File: src/rtl/mc_ctrl.sv
// Multi-cycle MIPS control FSM: steps each instruction through INIT/IF/ID/EX/MEM/WB
// and drives the datapath selects combinationally from state, opcode and func.
module mc_ctrl #(
    parameter int unsigned ALUCTRL_W   = 5,
    parameter bit          MEM_WAIT_EN = 1'b1,
    parameter int unsigned MEM_TIMEOUT = 15
) (
    input  logic                 clk,
    input  logic                 rstn,
    input  logic [5:0]           opcode,
    input  logic [5:0]           func,
    input  logic                 zero,
    input  logic                 mem_ready,
    output logic                 IRWrite,
    output logic                 PCWrite,
    output logic [1:0]           PC_sel,
    output logic [1:0]           RegDst,
    output logic                 ALUSrc,
    output logic                 ExtOp,
    output logic [ALUCTRL_W-1:0] ALUCtrl,
    output logic                 MemRead,
    output logic                 MemWrite,
    output logic                 RegWrite,
    output logic [1:0]           DatatoReg,
    output logic [2:0]           state,
    output logic                 illegal,
    output logic                 bus_err
);

    localparam int unsigned CNT_W = 8;

    // ALU operation codes shared with the datapath ALU
    localparam logic [ALUCTRL_W-1:0] ALU_ADDU = ALUCTRL_W'(1);
    localparam logic [ALUCTRL_W-1:0] ALU_SUBU = ALUCTRL_W'(3);
    localparam logic [ALUCTRL_W-1:0] ALU_OR   = ALUCTRL_W'(6);
    localparam logic [ALUCTRL_W-1:0] ALU_EQL  = ALUCTRL_W'(11);

    localparam logic [5:0] OP_RTYPE = 6'b000000;
    localparam logic [5:0] OP_ORI   = 6'b001101;
    localparam logic [5:0] OP_BEQ   = 6'b000100;
    localparam logic [5:0] OP_LW    = 6'b100011;
    localparam logic [5:0] OP_SW    = 6'b101011;
    localparam logic [5:0] OP_J     = 6'b000010;
    localparam logic [5:0] FN_ADDU  = 6'b100001;
    localparam logic [5:0] FN_SUBU  = 6'b100011;

    typedef enum logic [2:0] {
        S_INIT = 3'd0,
        S_IF   = 3'd1,
        S_ID   = 3'd2,
        S_EX   = 3'd3,
        S_MEM  = 3'd4,
        S_WB   = 3'd5
    } state_t;

    state_t           cur, nxt;
    logic [CNT_W-1:0] cnt, cnt_nxt;

    logic is_addu, is_subu, is_rtype, is_ori, is_beq, is_lw, is_sw, is_j, legal;
    logic mem_done, mem_tmo;

    // Instruction decode
    always_comb begin
        is_addu  = (opcode == OP_RTYPE) && (func == FN_ADDU);
        is_subu  = (opcode == OP_RTYPE) && (func == FN_SUBU);
        is_rtype = is_addu || is_subu;
        is_ori   = (opcode == OP_ORI);
        is_beq   = (opcode == OP_BEQ);
        is_lw    = (opcode == OP_LW);
        is_sw    = (opcode == OP_SW);
        is_j     = (opcode == OP_J);
        legal    = is_rtype || is_ori || is_beq || is_lw || is_sw || is_j;
    end

    assign mem_done = !MEM_WAIT_EN || mem_ready;
    assign mem_tmo  = (cnt == CNT_W'(MEM_TIMEOUT));

    always_ff @(posedge clk or negedge rstn) begin
        if (!rstn) begin
            cur <= S_INIT;
            cnt <= '0;
        end else begin
            cur <= nxt;
            cnt <= cnt_nxt;
        end
    end

    // Next state and datapath controls
    always_comb begin
        nxt       = S_INIT;
        cnt_nxt   = '0;
        IRWrite   = 1'b0;
        PCWrite   = 1'b0;
        PC_sel    = 2'b00;
        RegDst    = 2'b00;
        ALUSrc    = 1'b0;
        ExtOp     = 1'b0;
        ALUCtrl   = '0;
        MemRead   = 1'b0;
        MemWrite  = 1'b0;
        RegWrite  = 1'b0;
        DatatoReg = 2'b00;
        illegal   = 1'b0;
        bus_err   = 1'b0;

        // ALU/RF selects are asserted in EX and held through WB
        if (cur == S_EX || cur == S_WB) begin
            if (is_rtype) begin
                RegDst  = 2'b01;
                ALUCtrl = is_addu ? ALU_ADDU : ALU_SUBU;
            end else if (is_ori) begin
                ALUSrc  = 1'b1;
                ALUCtrl = ALU_OR;
            end else if (is_lw || is_sw) begin
                ALUSrc  = 1'b1;
                ExtOp   = 1'b1;
                ALUCtrl = ALU_ADDU;
            end
        end

        case (cur)
            S_INIT: nxt = S_IF;
            S_IF: begin
                IRWrite = 1'b1;
                PCWrite = 1'b1;
                nxt     = S_ID;
            end
            S_ID: begin
                if (is_j) begin
                    PCWrite = 1'b1;
                    PC_sel  = 2'b10;
                    nxt     = S_IF;
                end else if (!legal) begin
                    illegal = 1'b1;
                    nxt     = S_IF;
                end else begin
                    nxt = S_EX;
                end
            end
            S_EX: begin
                if (is_beq) begin
                    ALUCtrl = ALU_EQL;
                    PCWrite = zero;
                    PC_sel  = 2'b01;
                    nxt     = S_IF;
                end else if (is_lw || is_sw) begin
                    nxt = S_MEM;
                end else if (is_rtype || is_ori) begin
                    nxt = S_WB;
                end else begin
                    nxt = S_IF;
                end
            end
            S_MEM: begin
                MemRead  = is_lw;
                MemWrite = is_sw;
                // A ready on the timeout cycle still counts as success
                if (mem_done) begin
                    nxt = is_lw ? S_WB : S_IF;
                end else if (mem_tmo) begin
                    bus_err = 1'b1;
                    nxt     = S_IF;
                end else begin
                    nxt     = S_MEM;
                    cnt_nxt = cnt + CNT_W'(1);
                end
            end
            S_WB: begin
                RegWrite  = 1'b1;
                DatatoReg = is_lw ? 2'b01 : 2'b00;
                nxt       = S_IF;
            end
            default: nxt = S_INIT;
        endcase
    end

    assign state = 3'(cur);

endmodule

File: config.mk
export PLATFORM = sky130hd
export DESIGN_NAME = mc_ctrl
export DESIGN_NICKNAME = d
export VERILOG_FILES = /design/src/rtl/mc_ctrl.sv
export SDC_FILE = /design/constraint.sdc
export NUM_CORES = 1
export LEC_CHECK = 0
export ABC_AREA = 1
export ABC_CLOCK_PERIOD_IN_PS = 1600
export CORE_MARGIN = 10
export CORE_UTILIZATION = 50
export DETAILED_ROUTE_END_ITERATION = 10
export DONT_BUFFER_PORTS = 1
export PLACE_DENSITY = 0.64
export SYNTH_ARGS = -nofsm -noshare
export SYNTH_HDL_FRONTEND = slang
export SYNTH_SLANG_ARGS = --single-unit
File: constraint.sdc
create_clock -name clk -period 1.6 [get_ports clk]
set_input_delay 0.32 -clock clk [delete_from_list [all_inputs] [get_ports clk]]
set_output_delay 0.32 -clock clk [all_outputs]
set_load 0.01 [all_outputs]
==> results of run 1 <==
==> cell type report <==
class / instances / area (µm²) / area share [%]
inverters: 22 / 90.1 / 8.42
clock buffers: 4 / 26.3 / 2.46
flip-flops and latches: 11 / 279 / 26.1
repair buffers: 15 / 115 / 10.8
multi-input cells: 95 / 539 / 50.4
well taps: 16 / 20.0 / 1.87
==> power groups by stage <==
stage          combinational, W  sequential (W)  clock, W
6_report               0.000374        0.000369  0.000179
5_1_grt                0.000416        0.000373  0.000203
4_1_cts                0.000342        0.000345  0.000189
3_5_place_dp           0.000318        0.000346         0
3_3_place_gp           0.000317        0.000344         0
2_1_floorplan          0.000195        0.000355         0
==> stage by stage <==
stage                     util, %  std cells  TNS, ns
final                        68.6        163   -0.398
after global routing         68.6        163    -1.36
after detailed placement     58.3        152        0
after global placement       58.3        152        0
after floorplan                 -        132        0
after CTS                    64.7        161   -0.487
==> state kept, by name (all words and copies together) (netlist names) <==
register and flops:
state 3, cnt 8
==> final timing paths <==
kind,end,slack [ns]
setup / recovery,bus_err,-0.12
hold reg to reg,cnt[0]$_DFF_PN0_,0.48
setup reg to reg,cnt[7]$_DFF_PN0_,0.20
min in group asynchronous,cnt[6]$_DFF_PN0_,0.45
hold / removal,state[2]$_DFF_PN0_,0.22
max in group asynchronous,state[2]$_DFF_PN0_,0.79
==> synthesized netlist by cell type, drive strengths merged <==
cell type | n | area share, %
a21oi | 3 | 2.2
buf | 4 | 3.5
conb | 1 | 0.44
dfrtp | 11 | 32
ha | 1 | 1.5
inv | 22 | 10
nand2 | 25 | 11
nand3 | 15 | 8.8
nand4 | 3 | 2.2
nor2 | 32 | 17
nor3 | 4 | 2.3
o211ai | 1 | 0.88
o21ai | 2 | 1.2
o31ai | 1 | 0.88
or2 | 1 | 1.0
xnor2 | 1 | 1.0
xor2 | 3 | 3.1
==> critical path, stage by stage (launching register included) <==
cell and delay, ns:
dfrtp_2 0.47, nor2_4 0.11, nand2_2 0.06, or2_4 0.25, nor3_2 0.11, buf_4 0.14
==> routing by layer <==
| metal | GRT usage (%) | up-vias | wire, µm |
|---|---|---|---|
| li1 | - | 437 | - |
| met1 | 15.1 | 350 | 968 |
| met2 | 15.1 | 38 | 899 |
| met3 | 7.00 | 0 | 298 |
| met4 | 0 | 0 | 0 |
| met5 | 0 | - | 0 |
==> cell families after synthesis <==
logic type	after synthesis	share of synthesized area [%]
flip-flops	11	32.3
adder cells (fa/ha/maj)	1	1.47
AO/OA/AOI/OAI	7	5.14
other	1	0.440
buffers and inverters	26	13.5
XOR/XNOR	4	4.11
AND/OR/NAND/NOR	80	43.0
==> repair_timing <==
| action | 4_1_cts | 5_1_grt |
|---|---|---|
| hold endpoints to repair | 11 | 0 |
| buffers inserted | 4 | 2 |
| gates cloned | 0 | 0 |
| pin swaps | 6 | 8 |
| setup endpoints to repair | 9 | 14 |
| hold buffers | 1 | 0 |
| gates resized for setup | 11 | 16 |
==> results_dict.tcl, run 1 <==
set metrics [dict create \
    postSynthCellCount 130 \
    drtIter0Drc 16 \
    wire_per_inst_um 13.3 \
    cts_made_buffers 3 \
    dieArea_mm2 0.00376 \
    num_rows 14 \
    drive_gt1_share_pct 34.7 \
    switching_power_w 0.000367 \
    crit_start "state[0]$_DFF_PN0_" \
    grt_max_degree 12 \
    post-route-period-util_pct 108 \
    hold_depth 2 \
    yosys_warnings 0 \
    finalWorstPathRequiredPeriod_ns 1.72 \
    reg2reg_depth 7 \
    cp_max_fo 6 \
    cts_max_level 1 \
    drc 0 \
    syn_area_um2 852 \
    cts_sinks 11 \
    postLayoutCellArea_mm2 0.00107 \
    fmax_ghz 0.581 \
    swShare_pct 39.8 \
    io_buffer_count 0 \
    p_leak_nw 0.498 \
    clkLatencyLatePin_ns 0.26 \
    synth-seq-cells 11 \
    finalPower_w 0.000922 \
    hpwl_um 1750 \
    vias_per_cell 5.06 \
    power_density_mw_per_mm2 862 \
    cts.clk_slew.worst_paths_ns 0.06 \
    avgSynthCellArea_um2 6.55 \
    rsz0062_at_grt "true" \
    fill_cells 142 \
    start_kind "register" \
    final-hold-violation-count 0 \
    cp_data_required_time_ns 1.28 \
    finalSetupViolCount 6 \
    hold_path.startpoint "mem_ready" \
    n_antenna_cell 0 \
    status "finished, violations left" \
    dr_total_vias 825 \
    endpoint_kind "output port" \
    grt_use_total_pct 11.1 \
    whs_ns 0.220 \
    antenna_found_initial 0 \
    gp_congestion 0.800 \
    core_mm2 0.00156 \
    crit_arrival_ns 1.40 \
    synth.distinct_cells 23 \
    wl_um 2170 \
    cap_violations 0 \
    place_area_um2 910 \
    clockBufferDepth 2 \
    initial_core_util_pct 54.7 \
    gr-total-overflow 0 \
    cts_tree "built" \
    grt_pass1_wl_um 3250 \
    grt_pass1_vias 790 \
    drt-pass1-iter-count 5 \
    skew_ns 0.00342 \
    fp.dieW_um 61.3 \
    areaGrowthSynthToFinish_pct 25.6 \
    fp.dieH_um 61.3 \
    drtAntennaViolNets 0 \
    layout_common_cells "nand2_1, nor2_1, inv_1" \
    dp_slack_ns 0.104 \
    clkPwrFrac_pct 19.4 \
    violations "negative setup slack" \
    num_io_pins 39 \
    layout_commonest_cell "nand2_1" \
    irDropWorstVdd_v 0.000759 \
    worst_slack_ns -0.121 \
    final_nets 165 \
    reg2reg_from "state[0]$_DFF_PN0_" \
    worst-setup-path-type "reg2out" \
    hold_class "in2reg" \
    maxSlewViolCount 0 \
    p_seq_share_pct 40.0 \
    ys_seq_area_share_pct 32.3 \
    pwr-share-comb_pct 40.6 \
    internal_power_w 0.000555 \
    root_buffer "clkbuf_4" \
]
(Power assumes the default switching activity.)
==> inputs of run 2 (changes only) <==
--- a/config.mk
+++ b/config.mk
@@ -9,6 +9,7 @@
 export ABC_CLOCK_PERIOD_IN_PS = 1600
 export CORE_MARGIN = 10
 export CORE_UTILIZATION = 50
+export CTS_CLUSTER_DIAMETER = 60
 export DETAILED_ROUTE_END_ITERATION = 10
 export DONT_BUFFER_PORTS = 1
 export PLACE_DENSITY = 0.64
==> results of run 2 <==
No change in the layout: final DEF, timing and power equal those of run 1.
